**src/rtl/cpu_pkg.sv**
```systemverilog
// Shared CPU definitions: PC source selects, fetch FSM encoding and instruction field positions.
package cpu_pkg;

  localparam logic [1:0] PC_NEXT   = 2'b00;
  localparam logic [1:0] PC_BRANCH = 2'b01;
  localparam logic [1:0] PC_JUMP   = 2'b10;

  typedef enum logic [1:0] {
    S_IDLE  = 2'b00,
    S_FETCH = 2'b01,
    S_ISSUE = 2'b10,
    S_HALT  = 2'b11
  } fetchState_t;

  localparam int OP_MSB = 31;
  localparam int OP_LSB = 26;
  localparam int JT_MSB = 25;
  localparam int JT_LSB = 0;

endpackage

```
**src/rtl/next_pc_gen.sv**
```systemverilog
// Next-PC selection: sequential, PC-relative branch, or pseudo-direct jump (all modulo 2^32).
module next_pc_gen
  import cpu_pkg::*;
(
  input  logic [31:0] pc_plus4,
  input  logic [31:0] ExtImm,
  input  logic [25:0] instrTarget,
  input  logic [1:0]  PCSrc,
  output logic [31:0] next_pc
);

  // Reserved select 11 falls through to sequential flow
  always_comb begin
    next_pc = pc_plus4;
    case (PCSrc)
      PC_NEXT:   next_pc = pc_plus4;
      PC_BRANCH: next_pc = pc_plus4 + (ExtImm << 2'd2);
      PC_JUMP:   next_pc = {pc_plus4[31:28], instrTarget, 2'b00};
      default:   next_pc = pc_plus4;
    endcase
  end

endmodule

```
**src/rtl/instr_fetch_unit.sv**
```systemverilog
// Instruction fetch stage: PC register, imem req/ack handshake, instruction register and halt latch.
// Optional performance counters are enabled by defining FETCH_PERF_CNT_EN.
module instr_fetch_unit
  import cpu_pkg::*;
#(
  parameter logic [31:0] RESET_PC = 32'h0000_0000
) (
  input  logic        CLK,
  input  logic        Reset,
  input  logic        PCWre,
  input  logic [1:0]  PCSrc,
  input  logic [31:0] ExtImm,
  output logic [31:0] imem_addr,
  output logic        imem_req,
  input  logic [31:0] imem_rdata,
  input  logic        imem_ack,
  output logic [31:0] instr,
  output logic        instr_valid,
  input  logic        instr_ready,
  output logic [31:0] pc,
  output logic [31:0] pc_plus4,
`ifdef FETCH_PERF_CNT_EN
  output logic [31:0] retired_cnt,
  output logic [31:0] stall_cnt,
`endif
  output logic        halted
);

  localparam logic [31:0] RESET_PC_ALIGNED = {RESET_PC[31:2], 2'b00};

  fetchState_t state_r, nextState_s;
  logic [31:0] pc_r, instr_r, nextPc_s;
  logic        req_r, valid_r, halted_r;
  logic        instrLoad_s, pcLoad_s, retire_s;

  assign pc_plus4    = pc_r + 32'd4;
  assign pc          = pc_r;
  assign imem_addr   = pc_r;
  assign instr       = instr_r;
  assign imem_req    = req_r;
  assign instr_valid = valid_r;
  assign halted      = halted_r;

  next_pc_gen u_next_pc_gen (
    .pc_plus4    (pc_plus4),
    .ExtImm      (ExtImm),
    .instrTarget (instr_r[JT_MSB:JT_LSB]),
    .PCSrc       (PCSrc),
    .next_pc     (nextPc_s)
  );

  // Next-state and datapath load enables; halt wins over any PCSrc at the handshake
  always_comb begin
    nextState_s = state_r;
    instrLoad_s = 1'b0;
    pcLoad_s    = 1'b0;
    retire_s    = 1'b0;
    case (state_r)
      S_IDLE: begin
        nextState_s = S_FETCH;
      end
      S_FETCH: begin
        if (imem_ack) begin
          instrLoad_s = 1'b1;
          nextState_s = S_ISSUE;
        end else begin
          nextState_s = S_FETCH;
        end
      end
      S_ISSUE: begin
        if (instr_ready) begin
          retire_s = 1'b1;
          if (PCWre) begin
            pcLoad_s    = 1'b1;
            nextState_s = S_FETCH;
          end else begin
            nextState_s = S_HALT;
          end
        end else begin
          nextState_s = S_ISSUE;
        end
      end
      S_HALT: begin
        nextState_s = S_HALT;
      end
      default: begin
        nextState_s = S_IDLE;
      end
    endcase
  end

  // State, PC, instruction register and registered status outputs
  always_ff @(posedge CLK or negedge Reset) begin
    if (!Reset) begin
      state_r  <= S_IDLE;
      pc_r     <= RESET_PC_ALIGNED;
      instr_r  <= 32'h0000_0000;
      req_r    <= 1'b0;
      valid_r  <= 1'b0;
      halted_r <= 1'b0;
    end else begin
      state_r  <= nextState_s;
      req_r    <= (nextState_s == S_FETCH);
      valid_r  <= (nextState_s == S_ISSUE);
      halted_r <= (nextState_s == S_HALT);
      if (instrLoad_s) begin
        instr_r <= imem_rdata;
      end
      if (pcLoad_s) begin
        pc_r <= nextPc_s;
      end
    end
  end

`ifdef FETCH_PERF_CNT_EN
  logic [31:0] retired_r, stall_r;
  assign retired_cnt = retired_r;
  assign stall_cnt   = stall_r;

  // Retired instructions (halt included) and FETCH cycles spent waiting on memory
  always_ff @(posedge CLK or negedge Reset) begin
    if (!Reset) begin
      retired_r <= 32'h0000_0000;
      stall_r   <= 32'h0000_0000;
    end else begin
      if (retire_s) begin
        retired_r <= retired_r + 32'd1;
      end
      if ((state_r == S_FETCH) && !imem_ack) begin
        stall_r <= stall_r + 32'd1;
      end
    end
  end
`endif

endmodule

```
**config.mk**
```make
export PLATFORM = sky130hd
export DESIGN_NAME = instr_fetch_unit
export DESIGN_NICKNAME = d
export VERILOG_FILES = /design/src/rtl/cpu_pkg.sv /design/src/rtl/next_pc_gen.sv /design/src/rtl/instr_fetch_unit.sv
export SDC_FILE = /design/constraint.sdc
export NUM_CORES = 1
export LEC_CHECK = 0
export BUFFER_PORTS_ARGS = -buffer_cell sky130_fd_sc_hd__buf_2
export CELL_PAD_IN_SITES_DETAIL_PLACEMENT = 0
export CELL_PAD_IN_SITES_GLOBAL_PLACEMENT = 1
export CORE_AREA = 3 3 127 129
export DETAILED_ROUTE_END_ITERATION = 7
export DIE_AREA = 0 0 130 132
export PLACE_DENSITY = 0.9
export SYNTH_ARGS = -nofsm -noshare
export SYNTH_HDL_FRONTEND = slang
export SYNTH_SLANG_ARGS = --single-unit
```
**constraint.sdc**
```tcl
create_clock -name CLK -period 4.8 [get_ports CLK]
set_input_delay 0 -clock CLK [delete_from_list [all_inputs] [get_ports CLK]]
set_output_delay 0 -clock CLK [all_outputs]
set_load 0.02 [all_outputs]
```
==> qor.yml, run 1 <==
synthesis:
  synth_top_area_share_pct: 30.1
  ys_seq_area_share_pct: 30.1
  syn_avg_cell_area_sq_um: 9.00
  yosys.area.top_type: "dfrtp_1"
  synth.distinct_cells: 65
  synth_edf_count: 0
  async_reset_ff_share_pct: 100
  synth_cells: 620
  synthFlopType: "dfrtp_1"
  synth-warning-count: 0
  syn_area_sq_um: 5580
  synth_area_leaders: "dfrtp_1 30%, ha_1 8.3%, mux2_2 6.5%"
  ys_seq_elements: 67
clocking:
  clockBufferDepth: 2
  clk_latency_ps: 340
  ctsResizeCount: 0
  htree_levels: 3
  clock-root-buffer: "clkbuf_16"
  post_cts_buffers: 0
  cts_made_buffers: 9
  cts_num_sinks: 67
  clk_pin_slew_ps: 60
  ctsHoldBuffers: 34
  cts_tree: "yes"
global_route:
  grt_pass1_vias: 5220
  grt_overflow_total: 0
  grt_max_degree: 68
  grt_pass1_wl_um: 28500
  track_usage_pct: 21.1
  antenna_found_initial: 0
power:
  p_leak_nw: 3.56
  cellPowerDensity_nw_per_um2: 489
  vdd_ir_drop_max_uv: 209
cells_and_area:
  diodes: 0
  nets: 912
  syn2layout_area_growth_pct: 27.0
  post_route_cells_drive_above_1_share_pct: 32.6
  layout_commonest_cell: "buf_2"
  stdcell_area_sq_um: 7080
  layout_common_cells: "192 x buf_2, 67 x dfrtp_1, 52 x a21oi_1"
worst_setup_path:
  crit_arrival_ps: 4460
  worstPathCellList: "ha_1 -> nand2_1 -> nor3_2 -> nand2_1 -> nor2_1 -> nand3_1 -> xnor2_1 -> ha_1 -> a21oi_1 -> o21bai_1 -> a21o_1 -> a221oi_1 -> o21ai_1 -> xor2_1 -> a221oi_1 -> nor2_1"
  cp_max_fo: 7
  critPathBufInv: 0
  cpPeakStageDelay_ps: 510
  crit_family: "simple AND/OR/NAND/NOR gates"
  cp-start-kind: "flop"
  slowest_stage: "dfrtp_1"
  criticalPathCategory: "reg -> reg"
  critPathRequiredTime_ps: 5030
  cp-end-kind: "flop"
placement:
  hpwl_um: 13400
  gp_congestion: 0.945
  place_area_sq_um: 6460
  io_buffer_count: 193
drt:
  drc: 0
  final_antenna_net_count: 0
  routed_wl_um: 18400
  drtIter0Drc: 493
  vias: 5554
  wire_per_inst_um: 18.6
  vias_per_cell: 5.59
  dr.pass1.iters: 6
die:
  fp.dieH_um: 132
  ioPinCount: 202
  dieArea_sq_um: 17200
  die_w_um: 130
  start_util_pct: 36.8
  core_sq_um: 15100
  rows: 45
timing:
  tightest_slew_ps: 1050
  rsz0062_at_grt: "false"
  slew_headroom_pct: 29.9
  skew_ps: 10.3
  period_share_pct: 88.2
  setup_viol: 0
  timing.fmax_ghz: 0.236
  setup-tns-final_ps: 0
  drv_slew: 0
  hold_violations: 0
  finalCriticalPeriod_ps: 4230
run:
  max-cap-violations: 0
status:
  status: "completed"
hold_path:
  hp-class: "in -> reg"
-- final timing paths --
kind / cells after the start / slack (ps) / end / startpoint
setup / recovery: 16 / 570 / imem_addr[27] / imem_addr[2]
hold / removal: 4 / 100 / imem_addr[31] / ExtImm[29]
setup reg to reg: 16 / 570 / imem_addr[27] / imem_addr[2]
hold reg to reg: 1 / 500 / instr[26] / instr[26]
max in group asynchronous: 2 / 3870 / imem_addr[18] / Reset
min in group asynchronous: 2 / 350 / imem_addr[8] / Reset
-- where the power goes --
part | switching (mW) | leakage, nW | internal (mW)
clock | 0.243 | 0.135 | 0.411
sequential | 0.255 | 0.848 | 0.740
combinational | 1.11 | 2.58 | 0.702
total | 1.61 | 3.56 | 1.85
-- kinds of logic after synthesis --
| logic type | Yosys count | share of synthesized area [%] |
|---|---|---|
| other cells | 1 | 0.0672 |
| buf+inv | 82 | 8.07 |
| flops | 67 | 30.1 |
| xor+xnor | 56 | 9.13 |
| fa+ha+maj | 38 | 8.66 |
| simple gates | 155 | 14.7 |
| mux | 32 | 6.46 |
| compound gates | 189 | 22.8 |
-- through the flow --
stage          power (mW)  hold slack [ps]  instances  utilization (%)  worst slack [ps]
2_1_floorplan        2.25             -296        625                -               792
3_3_place_gp         2.77              197        946             42.6               691
3_5_place_dp         2.78              194        946             42.6               568
4_1_cts              3.47             82.0        994             46.8               551
5_1_grt              3.69              130        994             46.8              93.5
6_report             3.46              101        994             46.8               565
-- Yosys cell counts, drive strengths merged, types with 18 or more instances --
cell type	number
dfrtp	67
a21oi	52
nand2	42
buf	41
ha	37
xnor2	35
mux2	32
nor2	32
o21ai	30
nand3	27
clkbuf	25
xor2	21
a221oi	20
a21o	18
-- worst register-to-register path: stages (launching register included) --
cell,delay (ps)
dfrtp_1,510
ha_1,300
nand2_1,110
nor3_2,380
nand2_1,200
nor2_1,330
nand3_1,200
xnor2_1,310
ha_1,340
a21oi_1,180
o21bai_1,100
a21o_1,180
a221oi_1,360
o21ai_1,140
xor2_1,160
a221oi_1,270
nor2_1,60
-- layer usage --
layer	vias to the layer above	track usage, %	share of wire (%)
li1	2615	-	-
met1	2681	29.0	45
met2	241	33.4	46
met3	17	5.67	8.0
met4	0	4.50	1.1
met5	-	0	0
-- final cells by class --
cell class	count	area, sq um
fillers	1490	8060
multi-input cells	476	3470
flip-flops and latches	67	1680
repair buffers	233	1350
clock buffers	12	246
well taps	188	235
inverters	16	60.1
clock inverters	2	37.5
-- flip-flops by register name (all words and copies together), names as in the netlist --
register,cells
instr_valid,1
halted,1
state_r,2
instr,32
imem_req,1
imem_addr,30
(Power assumes the default switching activity.)
==> inputs of run 2 (changes only) <==
--- a/config.mk
+++ b/config.mk
@@ -5,13 +5,15 @@
 export SDC_FILE = /design/constraint.sdc
 export NUM_CORES = 1
 export LEC_CHECK = 0
+export ABC_AREA = 1
 export BUFFER_PORTS_ARGS = -buffer_cell sky130_fd_sc_hd__buf_2
 export CELL_PAD_IN_SITES_DETAIL_PLACEMENT = 0
 export CELL_PAD_IN_SITES_GLOBAL_PLACEMENT = 1
-export CORE_AREA = 3 3 127 129
+export CORE_AREA = 3 3 138 140
 export DETAILED_ROUTE_END_ITERATION = 7
-export DIE_AREA = 0 0 130 132
-export PLACE_DENSITY = 0.9
+export DIE_AREA = 0 0 141 143
+export PLACE_DENSITY = 0.89
 export SYNTH_ARGS = -nofsm -noshare
 export SYNTH_HDL_FRONTEND = slang
 export SYNTH_SLANG_ARGS = --single-unit
+export TNS_END_PERCENT = 5
==> qor.yml, run 2 <==
timing:
  skew_ps: 3.98
  slew_headroom_pct: 28.3
  finalCriticalPeriod_ps: 3540
  tightest_slew_ps: 1080
  setup_viol: 0
  timing.fmax_ghz: 0.282
  fin_hold_ws_ps: 67.1
  drv_slew: 0
  setup-tns-final_ps: 0
  hold_violations: 0
  rsz0062_at_grt: "false"
  period_share_pct: 73.8
worst_setup_path:
  critPathBufInv: 2
  crit_family: "simple AND/OR/NAND/NOR gates"
  r2r-start: "imem_addr[2]"
  cp-startpoint: "imem_addr[2]"
  crit_arrival_ps: 3770
  cpPeakStageDelay_ps: 500
  cp.depth: 21
  cpMostUsedCell: "nand2_1"
  crit_end: "imem_addr[25]"
  reg2reg_depth: 21
  cp_max_fo: 6
  worstPathCellList: "ha_1 -> nand2_1 -> nor2_2 -> nand2_2 -> nor2_2 -> nand2_1 -> nor2_2 -> xor2_1 -> inv_1 -> ha_1 -> nand2_1 -> inv_1 -> nand3_1 -> nor3_1 -> nand3_1 -> nand3_1 -> nand2_1 -> nand3_1 -> nand2_1 -> nand2_1 -> nand2_1"
  r2r_end: "imem_addr[25]"
  rrSetupSlack_ps: 1260
  criticalPathCategory: "reg -> reg"
  critPathRequiredTime_ps: 5030
  cp-start-kind: "flop"
  cp-end-kind: "flop"
  slowest_stage: "dfrtp_1"
synthesis:
  synth_top_area_share_pct: 26.3
  async_reset_ff_share_pct: 100
  synth_edf_count: 0
  synth.distinct_cells: 40
  synth_common_cells: "286 x nand2_1, 134 x inv_1, 77 x a21oi_1, 67 x dfrtp_1, 66 x nor2_1"
  yosys.area.top_type: "dfrtp_1"
  ys_seq_elements: 67
  ys_seq_area_share_pct: 26.3
  synth_cells: 964
  synth.most_common_cell: "nand2_1"
  syn_avg_cell_area_sq_um: 6.61
  synth-warning-count: 0
  synth_area_leaders: "dfrtp_1 26%, nand2_1 17%, inv_1 7.9%"
  synthFlopType: "dfrtp_1"
  syn_area_sq_um: 6370
placement:
  io_buffer_count: 193
  hpwl_um: 18500
  gp_congestion: 0.958
  place_area_sq_um: 7330
run:
  max-cap-violations: 0
cells_and_area:
  diodes: 0
  layout_common_cells: "286 x nand2_1, 193 x buf_2, 134 x inv_1"
  layout_commonest_cell: "nand2_1"
  nets: 1266
  post_route_cells_drive_above_1_share_pct: 25.0
  largest_reg_flops: 32
  final_util_pct: 44.8
  nFillCells: 1874
  stdcell_area_sq_um: 8040
  syn2layout_area_growth_pct: 26.2
die:
  fp.dieH_um: 143
  core_sq_um: 18000
  rows: 49
  start_util_pct: 35.5
  ioPinCount: 202
  die_w_um: 141
  dieArea_sq_um: 20200
clocking:
  post_cts_buffers: 0
  clk_pin_slew_ps: 50
  cts_num_sinks: 67
  clockBufferDepth: 2
  cts_made_buffers: 9
  ctsResizeCount: 0
  clk_latency_ps: 340
  htree_levels: 3
  cts_tree: "yes"
  clock-root-buffer: "clkbuf_16"
global_route:
  grt_pass1_wl_um: 36100
  antenna_found_initial: 0
  grt_overflow_total: 0
  track_usage_pct: 22.8
  grt_pass1_vias: 6730
  grt_max_degree: 68
drt:
  final_antenna_net_count: 0
  routed_wl_um: 23100
  drc: 0
  wire_per_inst_um: 16.6
  dr.pass1.iters: 5
  vias: 6896
  vias_per_cell: 4.96
  drtIter0Drc: 416
power:
  p_leak_nw: 4.54
  vdd_ir_drop_max_uv: 274
  cellPowerDensity_nw_per_um2: 438
hold_path:
  hp-class: "in -> reg"
status:
  status: "completed"
run 2: how the worst min path moves through the flow:
stage             startpoint             to  slack (ps)  cells after the start
3_5_place_dp   imem_rdata[7]       instr[7]         230                      2
5_1_grt           ExtImm[29]  imem_addr[31]         110                      6
4_1_cts           ExtImm[29]  imem_addr[31]          50                      6
3_3_place_gp   imem_rdata[5]       instr[5]         230                      2
6_report          ExtImm[29]  imem_addr[31]          70                      6
2_1_floorplan          Reset         halted        -300                      0
run 2: metrics by stage:
| stage | instances | setup WS, ps | total power [mW] |
|---|---|---|---|
| finish | 1391 | 1260 | 3.52 |
| global route | 1391 | 797 | 3.77 |
| CTS | 1391 | 1310 | 3.53 |
| detailed placement | 1340 | 1330 | 2.67 |
| global placement | 1340 | 1410 | 2.65 |
| floorplan | 969 | 1790 | 2.11 |
run 2: final cells by class:
class / count / area (sq um) / share of cell area [%]
inverter: 137 / 514 / 6.39
clock buffer: 10 / 229 / 2.85
sequential: 67 / 1680 / 20.8
multi-input combinational: 710 / 3850 / 47.9
clock inverter: 6 / 136 / 1.70
timing repair buffer: 232 / 1350 / 16.7
tap: 229 / 287 / 3.56
run 2: kinds of logic (layout without fill, tap and decap cells):
family | Yosys count | count (layout) | synth area share, %
AO/OA/AOI/OAI | 128 | 128 | 10.8
other | 1 | 6 | 0.0588
buffers and inverters | 192 | 385 | 13.5
flip-flops | 67 | 67 | 26.3
AND/OR/NAND/NOR | 485 | 485 | 33.2
XOR/XNOR | 21 | 21 | 2.89
multiplexers | 32 | 32 | 5.65
adder cells (fa/ha/maj) | 38 | 38 | 7.58
run 2: timing repair:
item	4_1_cts	5_1_grt
hold endpoints to repair	102	0
hold buffers	35	0
endpoints found under the setup margin	0	0
run 2: layer usage:
| metal | global-route usage [%] | vias to the layer above | wire length [um] |
|---|---|---|---|
| met5 | 0 | - | 0 |
| met4 | 7.90 | 0 | 736 |
| met3 | 4.39 | 39 | 1690 |
| met2 | 35.9 | 287 | 10200 |
| met1 | 31.5 | 3136 | 10500 |
| li1 | - | 3434 | - |
run 2: report_power, final:
group	switching (mW)	leakage (nW)	total, mW	internal [mW]
clock	0.257	0.173	0.819	0.562
combinational	1.25	3.52	1.85	0.608
sequential	0.166	0.851	0.850	0.684
run 2: worst reg2reg max path: cells and delay by family (launching register included):
family                   cells  cell delay (ps)
adder cells (fa/ha/maj)      2              650
buffers and inverters        2              160
flip-flops                   1              500
XOR/XNOR                     1              190
AND/OR/NAND/NOR             16             1930
==> inputs of run 3 (changes only) <==
--- a/config.mk
+++ b/config.mk
@@ -5,14 +5,14 @@
 export SDC_FILE = /design/constraint.sdc
 export NUM_CORES = 1
 export LEC_CHECK = 0
-export ABC_AREA = 1
+export ABC_AREA = 0
 export BUFFER_PORTS_ARGS = -buffer_cell sky130_fd_sc_hd__buf_2
 export CELL_PAD_IN_SITES_DETAIL_PLACEMENT = 0
 export CELL_PAD_IN_SITES_GLOBAL_PLACEMENT = 1
-export CORE_AREA = 3 3 138 140
+export CORE_AREA = 3 3 127 129
 export DETAILED_ROUTE_END_ITERATION = 7
-export DIE_AREA = 0 0 141 143
-export PLACE_DENSITY = 0.89
+export DIE_AREA = 0 0 130 132
+export PLACE_DENSITY = 0.9
 export SYNTH_ARGS = -nofsm -noshare
 export SYNTH_HDL_FRONTEND = slang
 export SYNTH_SLANG_ARGS = --single-unit
==> constraint.sdc (replaced) <==
create_clock -name CLK -period 3.3 [get_ports CLK]
set_input_delay 0 -clock CLK [delete_from_list [all_inputs] [get_ports CLK]]
set_output_delay 0 -clock CLK [all_outputs]
set_load 0.02 [all_outputs]
==> qor.yml, run 3 (synthesis results as in run 1) <==
worst_setup_path:
  r2r-start: "imem_addr[2]"
  criticalPathCategory: "reg -> reg"
  critPathRequiredTime_ps: 3500
  crit_arrival_ps: 3510
  cp_max_fo: 5
  reg2reg_depth: 16
  r2r_end: "imem_addr[30]"
  crit_end: "imem_addr[30]"
  rrSetupSlack_ps: -6
  cp-start-kind: "flop"
  cp-startpoint: "imem_addr[2]"
  cp-end-kind: "flop"
placement:
  place_area_sq_um: 7480
  dp_cells: 1058
  gp_congestion: 0.891
  io_buffer_count: 193
  hpwl_um: 15300
  dp_slack_ps: -163
cells_and_area:
  layout_common_cells: "192 x buf_2, 125 x buf_4, 59 x dfrtp_1"
  post_route_cells_drive_above_1_share_pct: 48.1
  stdcell_area_sq_um: 8470
  layout_commonest_cell: "buf_2"
  diodes: 0
  nFillCells: 1307
  nets: 1031
  instances_no_fill: 1115
  syn2layout_area_growth_pct: 51.9
  largest_reg_flops: 32
drt:
  vias_per_cell: 5.45
  routed_wl_um: 20300
  wire_per_inst_um: 18.2
  drtIter0Drc: 585
  drc: 0
  final_antenna_net_count: 0
  dr.pass1.iters: 5
  vias: 6077
clocking:
  cts_num_sinks: 67
  cts_made_buffers: 9
  clock-root-buffer: "clkbuf_16"
  clockBufferDepth: 2
  cts_tree: "yes"
  clk_latency_ps: 340
  clk_pin_slew_ps: 60
  htree_levels: 3
timing:
  finalCriticalPeriod_ps: 3310
  slew_headroom_pct: 39.6
  setup-tns-final_ps: -5.59
  period_share_pct: 100
  drv_slew: 0
  rsz0062_at_grt: "true"
  setup_viol: 1
  timing.fmax_ghz: 0.303
  tightest_slew_ps: 906
  skew_ps: 6.60
  fin_ws_ps: -5.59
  hold_violations: 0
power:
  p_leak_nw: 4.32
  vdd_ir_drop_max_uv: 430
  cellPowerDensity_nw_per_um2: 695
  p_int_mw: 3.24
  combinationalPowerShare_pct: 60.7
  p_switching_mw: 2.65
  power.share.switching_pct: 45.0
  p_seq_share_pct: 22.6
  clockPowerShare_pct: 16.8
die:
  fp.dieH_um: 132
  core_sq_um: 15100
  die_w_um: 130
  start_util_pct: 36.8
  rows: 45
  ioPinCount: 202
  dieArea_sq_um: 17200
global_route:
  track_usage_pct: 23.0
  grt_overflow_total: 0
  grt_max_degree: 68
  grt_pass1_vias: 5896
  antenna_found_initial: 0
  grt_pass1_wl_um: 31400
status:
  violations: "setup timing"
  status: "complete, but fails checks"
hold_path:
  hp-class: "in -> reg"
run:
  max-cap-violations: 0
[run 3: cell count changes in the layout (fill, tap and decap cells not counted), sizes merged, moves of 6 or more]
cell / previous run / this run
nand3: 62 / 27
o22ai: 0 / 8
nor2: 79 / 32
inv: 138 / 15
a31oi: 1 / 10
a21oi: 80 / 52
xnor2: 5 / 35
nand2: 299 / 42
a21o: 0 / 18
and3: 1 / 10
a221oi: 0 / 20
buf: 197 / 318
nor3: 17 / 11
o31ai: 0 / 6
[run 3: how the worst min path moves through the flow]
stage / depth (start not counted) / end / slack, ps / start
6_report: 3 / imem_req / 100 / imem_ack
5_1_grt: 4 / imem_addr[31] / 120 / ExtImm[29]
4_1_cts: 4 / imem_addr[31] / 90 / ExtImm[29]
3_5_place_dp: 1 / instr[25] / 180 / Reset
3_3_place_gp: 1 / instr[25] / 180 / Reset
2_1_floorplan: 0 / halted / -300 / Reset
[run 3: repair_timing]
action / 4_1_cts / 5_1_grt
hold buffers: 34 / 0
buffers inserted: 4 / 3
endpoints found under the setup margin: 10 / 16
gates resized for setup: 14 / 33
endpoints found under the hold margin: 100 / 0
pin swaps: 12 / 19
[run 3: per-stage QoR]
stage	hold slack, ps	utilization, %	total power [mW]
after floorplan	-296	-	3.35
after global placement	177	49.4	4.61
after detailed placement	181	49.4	4.63
after CTS	90.0	54.5	5.74
after global routing	119	55.9	6.23
final	95.9	55.9	5.89
[run 3: worst max-delay path: stages, from the launching register on]
cell	delay [ps]
dfrtp_2	410
ha_4	140
nand2_1	100
nor3_4	170
buf_6	140
and3_2	250
nand2_1	120
xnor2_2	310
ha_1	300
inv_1	80
o21bai_1	70
a21o_1	200
a211oi_2	220
o21ai_0	110
a41oi_1	250
xor2_1	190
o21ai_0	90
[run 3: area by class of cell]
| cell class | count | area [sq um] | area share, % |
|---|---|---|---|
| multi-input combinational | 476 | 3940 | 46.5 |
| timing repair buffer | 352 | 2250 | 26.6 |
| clock inverter | 2 | 35.0 | 0.413 |
| tap | 188 | 235 | 2.78 |
| inverter | 16 | 60.1 | 0.709 |
| clock buffer | 14 | 264 | 3.12 |
| sequential | 67 | 1690 | 19.9 |
[run 3: power groups by stage]
stage	registers [mW]	logic [mW]	clock network, mW
after floorplan	1.69	1.66	0
after global placement	1.33	3.28	0
after detailed placement	1.33	3.30	0
after CTS	1.33	3.42	1.00
after global routing	1.36	3.83	1.04
final	1.33	3.57	0.987
[run 3: per-layer routing]
metal,GRT usage (%),wire length [um]
met5,0,0
met4,7.33,444
met3,4.74,1540
met2,35.6,9510
met1,32.1,8840
